--- config.mk ---
export PLATFORM = sky130hd
export DESIGN_NAME = llc_input_arbiter_pipe
export DESIGN_NICKNAME = d
export VERILOG_FILES = /design/src/rtl/llc_input_arbiter_pipe.sv
export SDC_FILE = /design/constraint.sdc
export NUM_CORES = 1
export LEC_CHECK = 0
export ABC_AREA = 0
export BUFFER_PORTS_ARGS = -buffer_cell sky130_fd_sc_hd__buf_2
export CAP_MARGIN = 20
export CELL_PAD_IN_SITES_DETAIL_PLACEMENT = 2
export CELL_PAD_IN_SITES_GLOBAL_PLACEMENT = 2
export CORE_MARGIN = 10
export CORE_UTILIZATION = 38
export DETAILED_ROUTE_END_ITERATION = 16
export PLACE_DENSITY_LB_ADDON = 0.1
export SLEW_MARGIN = 20
export SYNTH_ARGS = -nofsm -noshare
export SYNTH_HDL_FRONTEND = slang
export SYNTH_SLANG_ARGS = --single-unit
--- constraint.sdc ---
create_clock -name clk -period 3 [get_ports clk]
set_input_delay 0.45 -clock clk [delete_from_list [all_inputs] [get_ports clk]]
set_output_delay 0.45 -clock clk [all_outputs]
set_load 0.1 [all_outputs]
--- src/rtl/llc_input_arbiter_pipe.sv ---
`default_nettype none
// ============================================================================
// Module   : llc_input_arbiter_pipe
// Purpose  : LLC front-end arbiter. Each cycle it picks one of NUM_CH request
//            channels (index 0 = highest priority). A channel that has waited
//            STARVE_LIMIT cycles is "aged" and takes precedence. The granted
//            line address is split into set/tag and queued in a FIFO_DEPTH
//            entry decoded-grant queue, which feeds the set-read stage.
// Ports    : clk, rst (sync, active-low), flush (sync queue/counter clear)
//            ch_valid/ch_block/ch_addr  -> per-channel request side
//            ch_ready                   <- one-hot grant
//            out_valid/out_ready        queue head handshake
//            out_ch/out_set/out_tag/out_aged  queue head fields
//            fifo_count                 occupied entries
//            idle                       registered: queue empty, none eligible
// Revision : 1.0  initial release
// ============================================================================
module llc_input_arbiter_pipe #(
    parameter int NUM_CH       = 4,
    parameter int ADDR_W       = 28,
    parameter int SET_BITS     = 9,
    parameter int FIFO_DEPTH   = 4,
    parameter int STARVE_LIMIT = 8,
    localparam int TAG_W       = ADDR_W - SET_BITS,
    localparam int CNT_W       = $clog2(FIFO_DEPTH + 1)
) (
    input  logic                     clk,
    input  logic                     rst,
    input  logic                     flush,
    input  logic [NUM_CH-1:0]        ch_valid,
    input  logic [NUM_CH-1:0]        ch_block,
    input  logic [NUM_CH*ADDR_W-1:0] ch_addr,
    output logic [NUM_CH-1:0]        ch_ready,
    output logic                     out_valid,
    input  logic                     out_ready,
    output logic [NUM_CH-1:0]        out_ch,
    output logic [SET_BITS-1:0]      out_set,
    output logic [TAG_W-1:0]         out_tag,
    output logic                     out_aged,
    output logic [CNT_W-1:0]         fifo_count,
    output logic                     idle
);

    localparam int WAIT_W = $clog2(STARVE_LIMIT + 1);
    localparam int PTR_W  = $clog2(FIFO_DEPTH);
    localparam int IDX_W  = (NUM_CH > 1) ? $clog2(NUM_CH) : 1;

    localparam logic [WAIT_W-1:0] c_wait_max  = WAIT_W'(STARVE_LIMIT);
    localparam logic [CNT_W-1:0]  c_cnt_full  = CNT_W'(FIFO_DEPTH);

    // ------------------------------------------------------------------
    // State
    // ------------------------------------------------------------------
    logic [WAIT_W-1:0]   r_wait   [NUM_CH];
    logic [NUM_CH-1:0]   r_q_ch   [FIFO_DEPTH];
    logic [ADDR_W-1:0]   r_q_addr [FIFO_DEPTH];
    logic                r_q_aged [FIFO_DEPTH];
    logic [PTR_W-1:0]    r_wr_ptr;
    logic [PTR_W-1:0]    r_rd_ptr;
    logic [CNT_W-1:0]    r_count;
    logic                r_idle;

    // ------------------------------------------------------------------
    // Arbitration
    // ------------------------------------------------------------------
    logic [NUM_CH-1:0]   w_eligible;
    logic [NUM_CH-1:0]   w_starved;
    logic [IDX_W-1:0]    w_win_idx;
    logic [NUM_CH-1:0]   w_onehot;
    logic [ADDR_W-1:0]   w_win_addr;
    logic                w_full;
    logic                w_can_push;
    logic                w_grant;
    logic                w_push;
    logic                w_pop;

    assign w_eligible = ch_valid & ~ch_block;

    always_comb begin
        w_starved = '0;
        for (int i = 0; i < NUM_CH; i++) begin
            w_starved[i] = w_eligible[i] && (r_wait[i] == c_wait_max);
        end
    end

    // Scan from the top so the lowest index is written last and wins.
    // Aged channels override the plain priority pick.
    always_comb begin
        w_win_idx = '0;
        for (int i = NUM_CH - 1; i >= 0; i--) begin
            if (w_eligible[i]) begin
                w_win_idx = IDX_W'(i);
            end
        end
        if (|w_starved) begin
            for (int i = NUM_CH - 1; i >= 0; i--) begin
                if (w_starved[i]) begin
                    w_win_idx = IDX_W'(i);
                end
            end
        end
    end

    assign w_onehot   = NUM_CH'(1) << w_win_idx;
    assign w_win_addr = ch_addr[int'(w_win_idx) * ADDR_W +: ADDR_W];

    assign out_valid  = (r_count != '0);
    assign w_full     = (r_count == c_cnt_full);
    // A full queue can still accept when the head leaves in the same cycle.
    assign w_can_push = !w_full || (out_valid && out_ready);
    assign w_grant    = (|w_eligible) && w_can_push && !flush && rst;
    assign ch_ready   = w_grant ? w_onehot : '0;
    assign w_push     = |(ch_valid & ch_ready);
    assign w_pop      = out_valid && out_ready && !flush;

    // ------------------------------------------------------------------
    // Starvation counters: count consecutive eligible-but-not-granted
    // cycles, including cycles where a full queue suppressed every grant.
    // ------------------------------------------------------------------
    always_ff @(posedge clk) begin
        if (!rst || flush) begin
            for (int i = 0; i < NUM_CH; i++) begin
                r_wait[i] <= '0;
            end
        end else begin
            for (int i = 0; i < NUM_CH; i++) begin
                if (!w_eligible[i] || ch_ready[i]) begin
                    r_wait[i] <= '0;
                end else if (r_wait[i] != c_wait_max) begin
                    r_wait[i] <= r_wait[i] + 1'b1;
                end
            end
        end
    end

    // ------------------------------------------------------------------
    // Decoded-grant queue
    // ------------------------------------------------------------------
    always_ff @(posedge clk) begin
        if (!rst) begin
            for (int i = 0; i < FIFO_DEPTH; i++) begin
                r_q_ch[i]   <= '0;
                r_q_addr[i] <= '0;
                r_q_aged[i] <= 1'b0;
            end
        end else if (w_push) begin
            r_q_ch[r_wr_ptr]   <= w_onehot;
            r_q_addr[r_wr_ptr] <= w_win_addr;
            r_q_aged[r_wr_ptr] <= |w_starved;
        end
    end

    always_ff @(posedge clk) begin
        if (!rst || flush) begin
            r_wr_ptr <= '0;
            r_rd_ptr <= '0;
            r_count  <= '0;
        end else begin
            if (w_push) begin
                r_wr_ptr <= r_wr_ptr + 1'b1;
            end
            if (w_pop) begin
                r_rd_ptr <= r_rd_ptr + 1'b1;
            end
            case ({w_push, w_pop})
                2'b10:   r_count <= r_count + 1'b1;
                2'b01:   r_count <= r_count - 1'b1;
                default: r_count <= r_count;
            endcase
        end
    end

    always_ff @(posedge clk) begin
        if (!rst) begin
            r_idle <= 1'b0;
        end else begin
            r_idle <= (r_count == '0) && !(|w_eligible);
        end
    end

    // Head fields come straight from queue storage; no bypass of new grants.
    assign out_ch     = r_q_ch[r_rd_ptr];
    assign out_set    = r_q_addr[r_rd_ptr][SET_BITS-1:0];
    assign out_tag    = r_q_addr[r_rd_ptr][ADDR_W-1:SET_BITS];
    assign out_aged   = r_q_aged[r_rd_ptr];
    assign fifo_count = r_count;
    assign idle       = r_idle;

endmodule
`default_nettype wire

==> metrics.md <==
| Metric | Value |
|---|---|
| Hold-fix buffers, CTS | 0 |
| Final Max Tran Viols | 0 |
| Synth cell types | 47 |
| Syn avg cell area | about 14 µm² |
| Worst Hold Class | primary input to flip-flop |
| Root Driver | clkbuf_16 |
| Clock Sinks | ~160 |
| WP data arrival | between 2 and 2.5 ns |
| Initial drt markers | roughly 320 |
| Core area | about 0.02 mm² |
| GRT Total Usage | 0.198 |
| Clock Tree Buf Depth | 2 |
| Maximum VDD drop | about 440 µV |
| DR vias | approximately 5,900 |
| Kind of critical path | flip-flop to primary output |
| FP Rows | 52 |
| DRT Wirelength | between 20,000 and 30,000 µm |
| Post-synth EDFFs | around 150 |
| Hold Path End | idle |
| Filler instances | about 2,000 |
| R2R depth | 9 |
| Total CTS buffers | 17 |
| Compound-cell area share of the yosys netlist | 0.126 |
| Main combinational cell family by area after synthesis | multiplexers |
| Setup TNS | 0 ns |
| GPL Wtd Cong | ~0.79 |
| Most common cell after layout, fill and taps aside | buf_2 |
| Vias in the first global route | ~7,000 |
| Ports | approximately 170 |
| Register area share after synthesis | 0.580 |
| Setup Slack @ Placement | 0.140 ns |
| Final WS setup | roughly 0.061 ns |
| Synthesized flop and latch total | 158 |
| Largest net degree at the start of global routing | 38 |
| Worst slew slack as a fraction of its limit | 0.538 |
| Worst-margin pin slew | slightly below 0.7 ns |
| Post-Layout Cell Count | just over 1,000 |
| NumNets Final | 873 |
| Pwr Total | 5580 µW |
| Die area | around 0.027 mm² |
| Post-route ant nets | 0 |
| Area share of fa/ha/maj cells after synthesis | 0.0167 |
| CP Capture Type | primary output |
| Post-Syn Instances | 566 |
| CP required | roughly 2.6 ns |
| Crit start category | flip-flop |
| Min cycle time layout | 2.94 ns |
| Status | complete, no violations |
| Layout cells sized above 1 | 0.398 |
| CTS H-tree lvls | 4 |
| Hold wc startpoint | rst |
| Final period util | 0.980 |
| RSZ-0062 raised after global routing | yes |
| Simple-gate area share of the yosys netlist | 0.0615 |
| Area Growth Syn to Fin | 24.3% |
| Clock slew at reported path FFs | around 0.070 ns |
| Die X | between 150 and 200 µm |
| Xor/xnor cell area share of the yosys netlist | 0.0143 |
| Avg WL per Cell | 26.5 µm |
| Pre-Repair DR Iteration Count | 4 |
| Most used DFF post-synth | edfxtp_1 |
| Worst r2r src | r_wait[0][0] |
| Leakage | between 0.003 and 0.004 µW |
| Ys async rst share | 0 |
| Clk_lat worst skew | roughly 0.43 ns |
| Syn nets | 700 |
| Synth Warn # | 0 |
| Fin. Hold Viols | 0 |
| Hold slack | 0.439 ns |
| Die H | 165 µm |
| Grt total ovfl | 0 |
| Peak Freq | 340 MHz |
| Skew final | approximately 0.010 ns |
| Initial antenna violation count | 1 |
| Mapped Area | roughly 0.008 mm² |
| Worst reg2reg setup slack | roughly 0.14 ns |
| PwrDens | between 500 and 600 mW/mm² |
| Commonest cells after routing, fill and taps aside | 161 x buf_2, 145 x edfxtp_1, 93 x o22ai_1 |
| Critical Path Fanout Max | 37 |
| PortBufs | between 150 and 200 |
| Drc violations | 0 |
| Multiplexer share of the synthesized area | 0.164 |
| Initial Utilization | 0.389 |
| Vias per cell | around 5.8 |
| First-pass GRT wire length | slightly above 40,000 µm |
| WHS Path Cells | 2 |
| CTS tree | built |
| Number of diodes | 0 |
| Max Cap Viol | 0 |
| Final setup viols | 0 |
| Worst R2R End | r_q_addr[2][9] |
| Post-DP HPWL | 18,200 µm |
| Placed instance count | between 900 and 1,000 |
-- area by class of cell --
cell class	count	area [µm²]	share of cell area
Tap cell	270	338	0.0342
Multi-Input combinational cell	346	3090	0.313
Sequential cell	158	4620	0.467
Clock buffer	17	425	0.0430
Inverter	22	82.6	0.00835
Timing Repair Buffer	194	1190	0.120
Clock inverter	15	138	0.0139
-- stage by stage --
step / area, µm² / util
floorplan: 7960 / -
finish: 9890 / 0.484
CTS: 9860 / 0.483
global route: 9890 / 0.484
global placement: 9280 / 0.454
detailed placement: 9280 / 0.454
-- how the worst max path moves through the flow --
stage	startpoint	to	slack [ns]
finish	r_wait[0][0]	ch_ready[1]	0.06
global route	r_wait[0][0]	ch_ready[1]	-0.06
CTS	r_wait[0][0]	ch_ready[1]	0.01
detailed placement	ch_valid[0]	fifo_count[2]	0.14
global placement	ch_valid[0]	fifo_count[2]	0.33
floorplan	fifo_count[1]	ch_ready[0]	-0.22
-- metal layers --
metal	wire [µm]	vias up	track usage
met2	14200	220	0.354
met4	345	0	0.0640
met1	11000	3009	0.234
met3	1610	26	0.0391
li1	-	2639	-
met5	0	-	0
-- flip-flops by register name, summed over array words and instances, names as in the netlist, named ones only --
name and cells:
r_q_addr 112, r_q_ch 16, r_wait 16, r_q_aged 4
fifo_count 3, r_rd_ptr 2, r_wr_ptr 2, idle 1
-- Yosys cell counts, types with 9 or more instances --
library cell	count	share of area
edfxtp_1	145	0.55
o22ai_1	93	0.073
mux2i_1	56	0.070
nor2_1	42	0.020
mux4_2	33	0.093
inv_1	21	0.0099
o22ai_2	20	0.031
clkbuf_1	19	0.0090
dfxtp_1	13	0.033
nand2_1	13	0.0061
nand3_1	12	0.0075
buf_2	9	0.0057
ha_1	9	0.014
-- worst max-delay path: stages, from the launching register on --
cell	delay, ns
edfxtp_1	0.44
inv_1	0.09
ha_1	0.15
and3b_1	0.24
nand2_1	0.18
a22oi_2	0.34
buf_12	0.28
nor2_2	0.10
buf_12	0.17
-- logic make-up after synthesis --
family                     Yosys count
and+or+nand+nor                    100
buffers and inverters               62
adders and majority gates           10
AOI/OAI and AO/OA                  134
xor gates and xnor gates            13
DFF                                158
muxes                               89
-- timing repair --
item | in CTS | in global routing
pin swaps | 0 | 2
gates cloned | 0 | 0
resized for setup | 2 | 2
endpoints found under the setup margin | 4 | 4
setup buffers | 0 | 3
-- power by group --
part | switching [µW] | total, µW | internal, µW
logic | 676 | 944 | 267
registers | 31.3 | 2540 | 2510
clock network | 941 | 2090 | 1150
total | 1650 | 5580 | 3930
Note: power is estimated with default switching activity, not from simulation.
